===== src/rtl/os_xor_accum.sv =====
// XOR accumulator for the OS_XOR2 array: folds ACC_LEN GF(2) partial results
// into one tile and hands completed tiles to a 1-entry valid/ready output register.
//
// state | meaning
// IDLE  | no partial tile; acc and beat_cnt are zero
// ACC   | partial tile in progress; beat_cnt beats already folded into acc
module os_xor_accum #(
    parameter int W       = 7,
    parameter int ACC_LEN = 16,
    parameter int TCNT_W  = 16
) (
    input  logic              clk,
    input  logic              rst_n,
    input  logic              flush,
    input  logic              in_valid,
    output logic              in_ready,
    input  logic [W-1:0]      in_y,
    output logic              out_valid,
    input  logic              out_ready,
    output logic [W-1:0]      out_acc,
    output logic [TCNT_W-1:0] tile_cnt,
    output logic              busy
);

    localparam int CNT_W = (ACC_LEN > 1) ? $clog2(ACC_LEN) : 1;
    localparam logic [CNT_W-1:0] LAST_BEAT = CNT_W'(ACC_LEN - 1);

    typedef enum logic {
        IDLE = 1'b0,
        ACC  = 1'b1
    } state_t;

    state_t           state;
    state_t           state_nxt;
    logic [W-1:0]     acc;
    logic [W-1:0]     acc_nxt;
    logic [CNT_W-1:0] beat_cnt;
    logic [CNT_W-1:0] beat_cnt_nxt;
    logic             last_beat;
    logic             out_full;
    logic             drain;
    logic             accept;
    logic             tile_done;

    assign last_beat = (beat_cnt == LAST_BEAT);
    assign out_full  = out_valid && !out_ready;
    assign drain     = out_valid && out_ready;
    // Only the closing beat has to wait for room in the output register.
    assign in_ready  = rst_n && !flush && !(last_beat && out_full);
    assign accept    = in_valid && in_ready;
    assign tile_done = accept && last_beat;

    always_ff @(posedge clk or negedge rst_n) begin
        if (!rst_n) begin
            state <= IDLE;
        end else begin
            state <= state_nxt;
        end
    end

    // With ACC_LEN==1 the first beat is also the last, so the FSM never leaves IDLE.
    always_comb begin
        state_nxt = state;
        if (flush) begin
            state_nxt = IDLE;
        end else if (accept) begin
            state_nxt = last_beat ? IDLE : ACC;
        end
    end

    always_comb begin
        busy         = (state == ACC);
        acc_nxt      = acc;
        beat_cnt_nxt = beat_cnt;
        if (flush) begin
            acc_nxt      = '0;
            beat_cnt_nxt = '0;
        end else if (accept) begin
            if (last_beat) begin
                acc_nxt      = '0;
                beat_cnt_nxt = '0;
            end else begin
                acc_nxt      = acc ^ in_y;
                beat_cnt_nxt = beat_cnt + CNT_W'(1);
            end
        end
    end

    always_ff @(posedge clk or negedge rst_n) begin
        if (!rst_n) begin
            acc      <= '0;
            beat_cnt <= '0;
        end else begin
            acc      <= acc_nxt;
            beat_cnt <= beat_cnt_nxt;
        end
    end

    // A completing tile wins over a drain in the same cycle, keeping out_valid high.
    always_ff @(posedge clk or negedge rst_n) begin
        if (!rst_n) begin
            out_valid <= 1'b0;
            out_acc   <= '0;
        end else if (tile_done) begin
            out_valid <= 1'b1;
            out_acc   <= acc ^ in_y;
        end else if (drain) begin
            out_valid <= 1'b0;
        end
    end

    always_ff @(posedge clk or negedge rst_n) begin
        if (!rst_n) begin
            tile_cnt <= '0;
        end else if (drain) begin
            tile_cnt <= tile_cnt + TCNT_W'(1);
        end
    end

endmodule


===== config.mk =====
export PLATFORM = sky130hd
export DESIGN_NAME = os_xor_accum
export DESIGN_NICKNAME = d
export VERILOG_FILES = /design/src/rtl/os_xor_accum.sv
export SDC_FILE = /design/constraint.sdc
export NUM_CORES = 1
export LEC_CHECK = 0
export BUFFER_PORTS_ARGS = -buffer_cell sky130_fd_sc_hd__buf_2
export CAP_MARGIN = 20
export CORE_ASPECT_RATIO = 1.4
export CORE_MARGIN = 8
export CORE_UTILIZATION = 57
export DETAILED_ROUTE_END_ITERATION = 6
export PLACE_DENSITY_LB_ADDON = 0.1
export SLEW_MARGIN = 0
export SYNTH_ARGS = -nofsm -noshare
export SYNTH_HDL_FRONTEND = slang
export SYNTH_SLANG_ARGS = --single-unit

===== constraint.sdc =====
create_clock -name clk -period 4.05 [get_ports clk]
set_input_delay 0.2025 -clock clk [delete_from_list [all_inputs] [get_ports clk]]
set_output_delay 0.2025 -clock clk [all_outputs]
set_load 0.005 [all_outputs]

==> flow_summary.toml <==
[drt]
drtIter0Drc = 72
viasPerCell = 5.41
dr.pass1.iters = 4
drc = 0
ant_nets = 0
avgRoutedWirePerCell_um = 15.3
vias = 1299
routed_wl_mm = 3.67

[clock_tree]
cts_buffer_depth = 2
hold_buffers = 0
cts_buffers = 5
cts_setup_buffers = 0
path_clk_slew_ns = 0.08
cts_root_buf = "clkbuf_8"
cts_sinks = 36
cts_tree = "built"
cts_max_level = 2
post_cts_resized = 0
clock_latency_ns = 0.29

[die]
initial_core_util = 0.577
dieArea_um2 = 5130
ioPinCount = 38
die_x_um = 62.8
rows = 24
core-area_um2 = 3030
die_y_um = 81.6

[timing]
max_clock_freq_mhz = 510
whs_ns = 0.000858
slew_headroom = 0.422
fin_crit_ns = 1.96
hold_viol = 0
slew_viol_final = 0
setup_viol = 0
worstMarginPinSlew_ns = 0.865
setup_tns_ns = 0
period_share = 0.484
rsz0062_at_grt = "false"
clock_skew_ns = 0.00825

[pwr]
seq_power_share = 0.507
p_int_uw = 575
clkPwrFrac = 0.419
p_sw_uw = 169
ir_worst_vdd_uv = 282
power_leakage_uw = 0.00104
comb_power_share = 0.074
switching_share = 0.227
p_per_area_nw_per_um2 = 360

[layout]
nNetsFinal = 214
num_antenna_cells = 0
syn2layout_area_growth_pct = 18.0
fin_area_um2 = 2070
layout-drive-gt1-share = 0.294

[synthesis]
ys_types = 33
synth.cell_area_um2 = 1750
avgSynthCellArea_um2 = 10.9
netlist_instances = 160
synth_seq_cells = 36
seq_area_frac_synth = 0.515
synth_warnings = 0
synth_nets = 174

[place]
portBuffers = 37
gp_congestion = 0.782
placedInstanceArea_um2 = 1960
dp_hpwl_mm = 2.64

[global_route]
grt_pass1_vias = 1414
met2_usage = 0.278
use_met1 = 0.154
grt_max_degree = 46
grt-ovfl-total = 0
met3_usage = 0.0614
top_usage_layer = "met2"
grt_antenna_before_repair = 0
grt_use_total = 0.152
grt_pass1_wl_mm = 6.25

[critical_path]
worst-setup-path-type = "reg2reg"
critPathRequiredTime_ns = 4.20
cp_num_buf_inv = 0
critical_path.max_stage_delay_ns = 0.72
start_kind = "flop"
critPathSlowestCell = "o21bai_1"
crit_chain = "ha_1 -> nand3_4 -> o21bai_1 -> mux2i_1 -> nor2_1"
crit_arrival_ns = 2.11
path_max_fanout = 11
cpLargestDelayFamily = "compound AO/OA/AOI/OAI gates"
end_kind = "flop"

[worst_hold_path]
hp-class = "in2async"

[status]
outcome = "completed"

[job]
drv_cap = 0
## final cells by class
class / instances / area, µm²
clock buffer: 6 / 72.6
tap: 39 / 48.8
inverter: 2 / 7.51
fill: 241 / 967
sequential: 36 / 901
multi-input combinational: 117 / 808
timing repair buffer: 38 / 193
clock inverter: 2 / 35.0
## registers in the layout (all words and copies together) (netlist names)
name	flops
tile_cnt	16
busy	1
beat_cnt	4
acc	7
out_acc	7
out_valid	1
## cell usage after synthesis
library cell	count	share of area
or2b_2	1	0.0050
inv_1	2	0.0043
xnor2_1	9	0.045
o2111ai_1	1	0.0050
nand3_4	1	0.010
nor3_1	3	0.0086
a21oi_1	17	0.049
nand4b_1	7	0.035
and3_2	1	0.0043
nor2_1	19	0.041
buf_4	1	0.0043
buf_2	1	0.0029
clkbuf_1	1	0.0021
or2_2	1	0.0036
dfrtp_1	36	0.51
buf_1	1	0.0021
xor2_1	14	0.070
mux2_2	8	0.051
ha_1	2	0.014
o21bai_1	1	0.0043
and3_1	2	0.0071
nand4_1	2	0.0071
nor4_1	1	0.0036
mux2i_1	1	0.0057
o31ai_1	1	0.0043
a31oi_1	1	0.0036
nor4_2	1	0.0071
nor3b_1	1	0.0043
nand2b_1	7	0.025
nand3_1	8	0.023
clkbuf_8	1	0.0079
nor4_4	1	0.012
nand2_1	6	0.013
## routing by layer
layer	part of all wire	wire length [µm]	up-vias
met5	0	0	-
met1	0.41	1510	621
met2	0.51	1870	34
li1	-	-	639
met3	0.064	235	5
met4	0.014	53	0
## worst register-to-register path: stages, from the launching register on
cell and delay (ns):
dfrtp_1 0.39, ha_1 0.25, nand3_4 0.12, o21bai_1 0.72
mux2i_1 0.28, nor2_1 0.07
## stage by stage
| step | setup WS [ns] | cells | power (µW) | utilization |
|---|---|---|---|---|
| 5_1_grt | 1.97 | 240 | 771 | 0.681 |
| 3_3_place_gp | 2.19 | 232 | 436 | 0.646 |
| 6_report | 2.09 | 240 | 743 | 0.681 |
| 4_1_cts | 2.13 | 240 | 751 | 0.681 |
| 3_5_place_dp | 2.14 | 232 | 439 | 0.646 |
| 2_1_floorplan | 2.36 | 160 | 414 | - |
## path summary, 6_finish.rpt
kind / from / endpoint / slack, ns / depth (start not counted)
min in group clk: out_ready / tile_cnt[0]$_DFFE_PN0P_ / 0.24 / 3
max in group asynchronous: rst_n / acc[5]$_DFFE_PN0P_ / 3.68 / 2
max reg2reg: beat_cnt[0]$_DFFE_PN0P_ / beat_cnt[1]$_DFFE_PN0P_ / 2.09 / 5
min: rst_n / tile_cnt[9]$_DFFE_PN0P_ / 0.0009 / 2
min reg2reg: tile_cnt[15]$_DFFE_PN0P_ / tile_cnt[15]$_DFFE_PN0P_ / 0.47 / 1
max: beat_cnt[0]$_DFFE_PN0P_ / beat_cnt[1]$_DFFE_PN0P_ / 2.09 / 5
## logic make-up after synthesis
logic type	after synthesis	synth area share
adder cells (fa/ha/maj)	2	0.0143
buffers and inverters	7	0.0236
AND/OR/NAND/NOR	62	0.209
AO/OA/AOI/OAI	21	0.0658
flip-flops	36	0.515
multiplexers	9	0.0572
XOR/XNOR	23	0.115
## power by group through the flow
stage	Clock, µW	Combinational [µW]	Sequential, µW
floorplan	0	31.5	383
global placement	0	53.6	383
detailed placement	0	55.6	384
CTS	318	56.1	377
global route	329	63.8	378
finish	311	55.0	377
## cell usage in the layout (no fill, tap or decap), types with 2 or more instances in the layout
cell type  Yosys  layout
a21oi_1       17      17
and3_1         2       2
buf_2          1      37
clkbuf_8       1       5
dfrtp_1       36      36
ha_1           2       2
inv_1          2       2
mux2_2         8       8
nand2_1        6       6
nand2b_1       7       7
nand3_1        8       8
nand4_1        2       2
nand4b_1       7       7
nor2_1        19      19
nor3_1         3       3
xnor2_1        9       9
xor2_1        14      14
No activity file was read; power rests on OpenSTA's default activity.
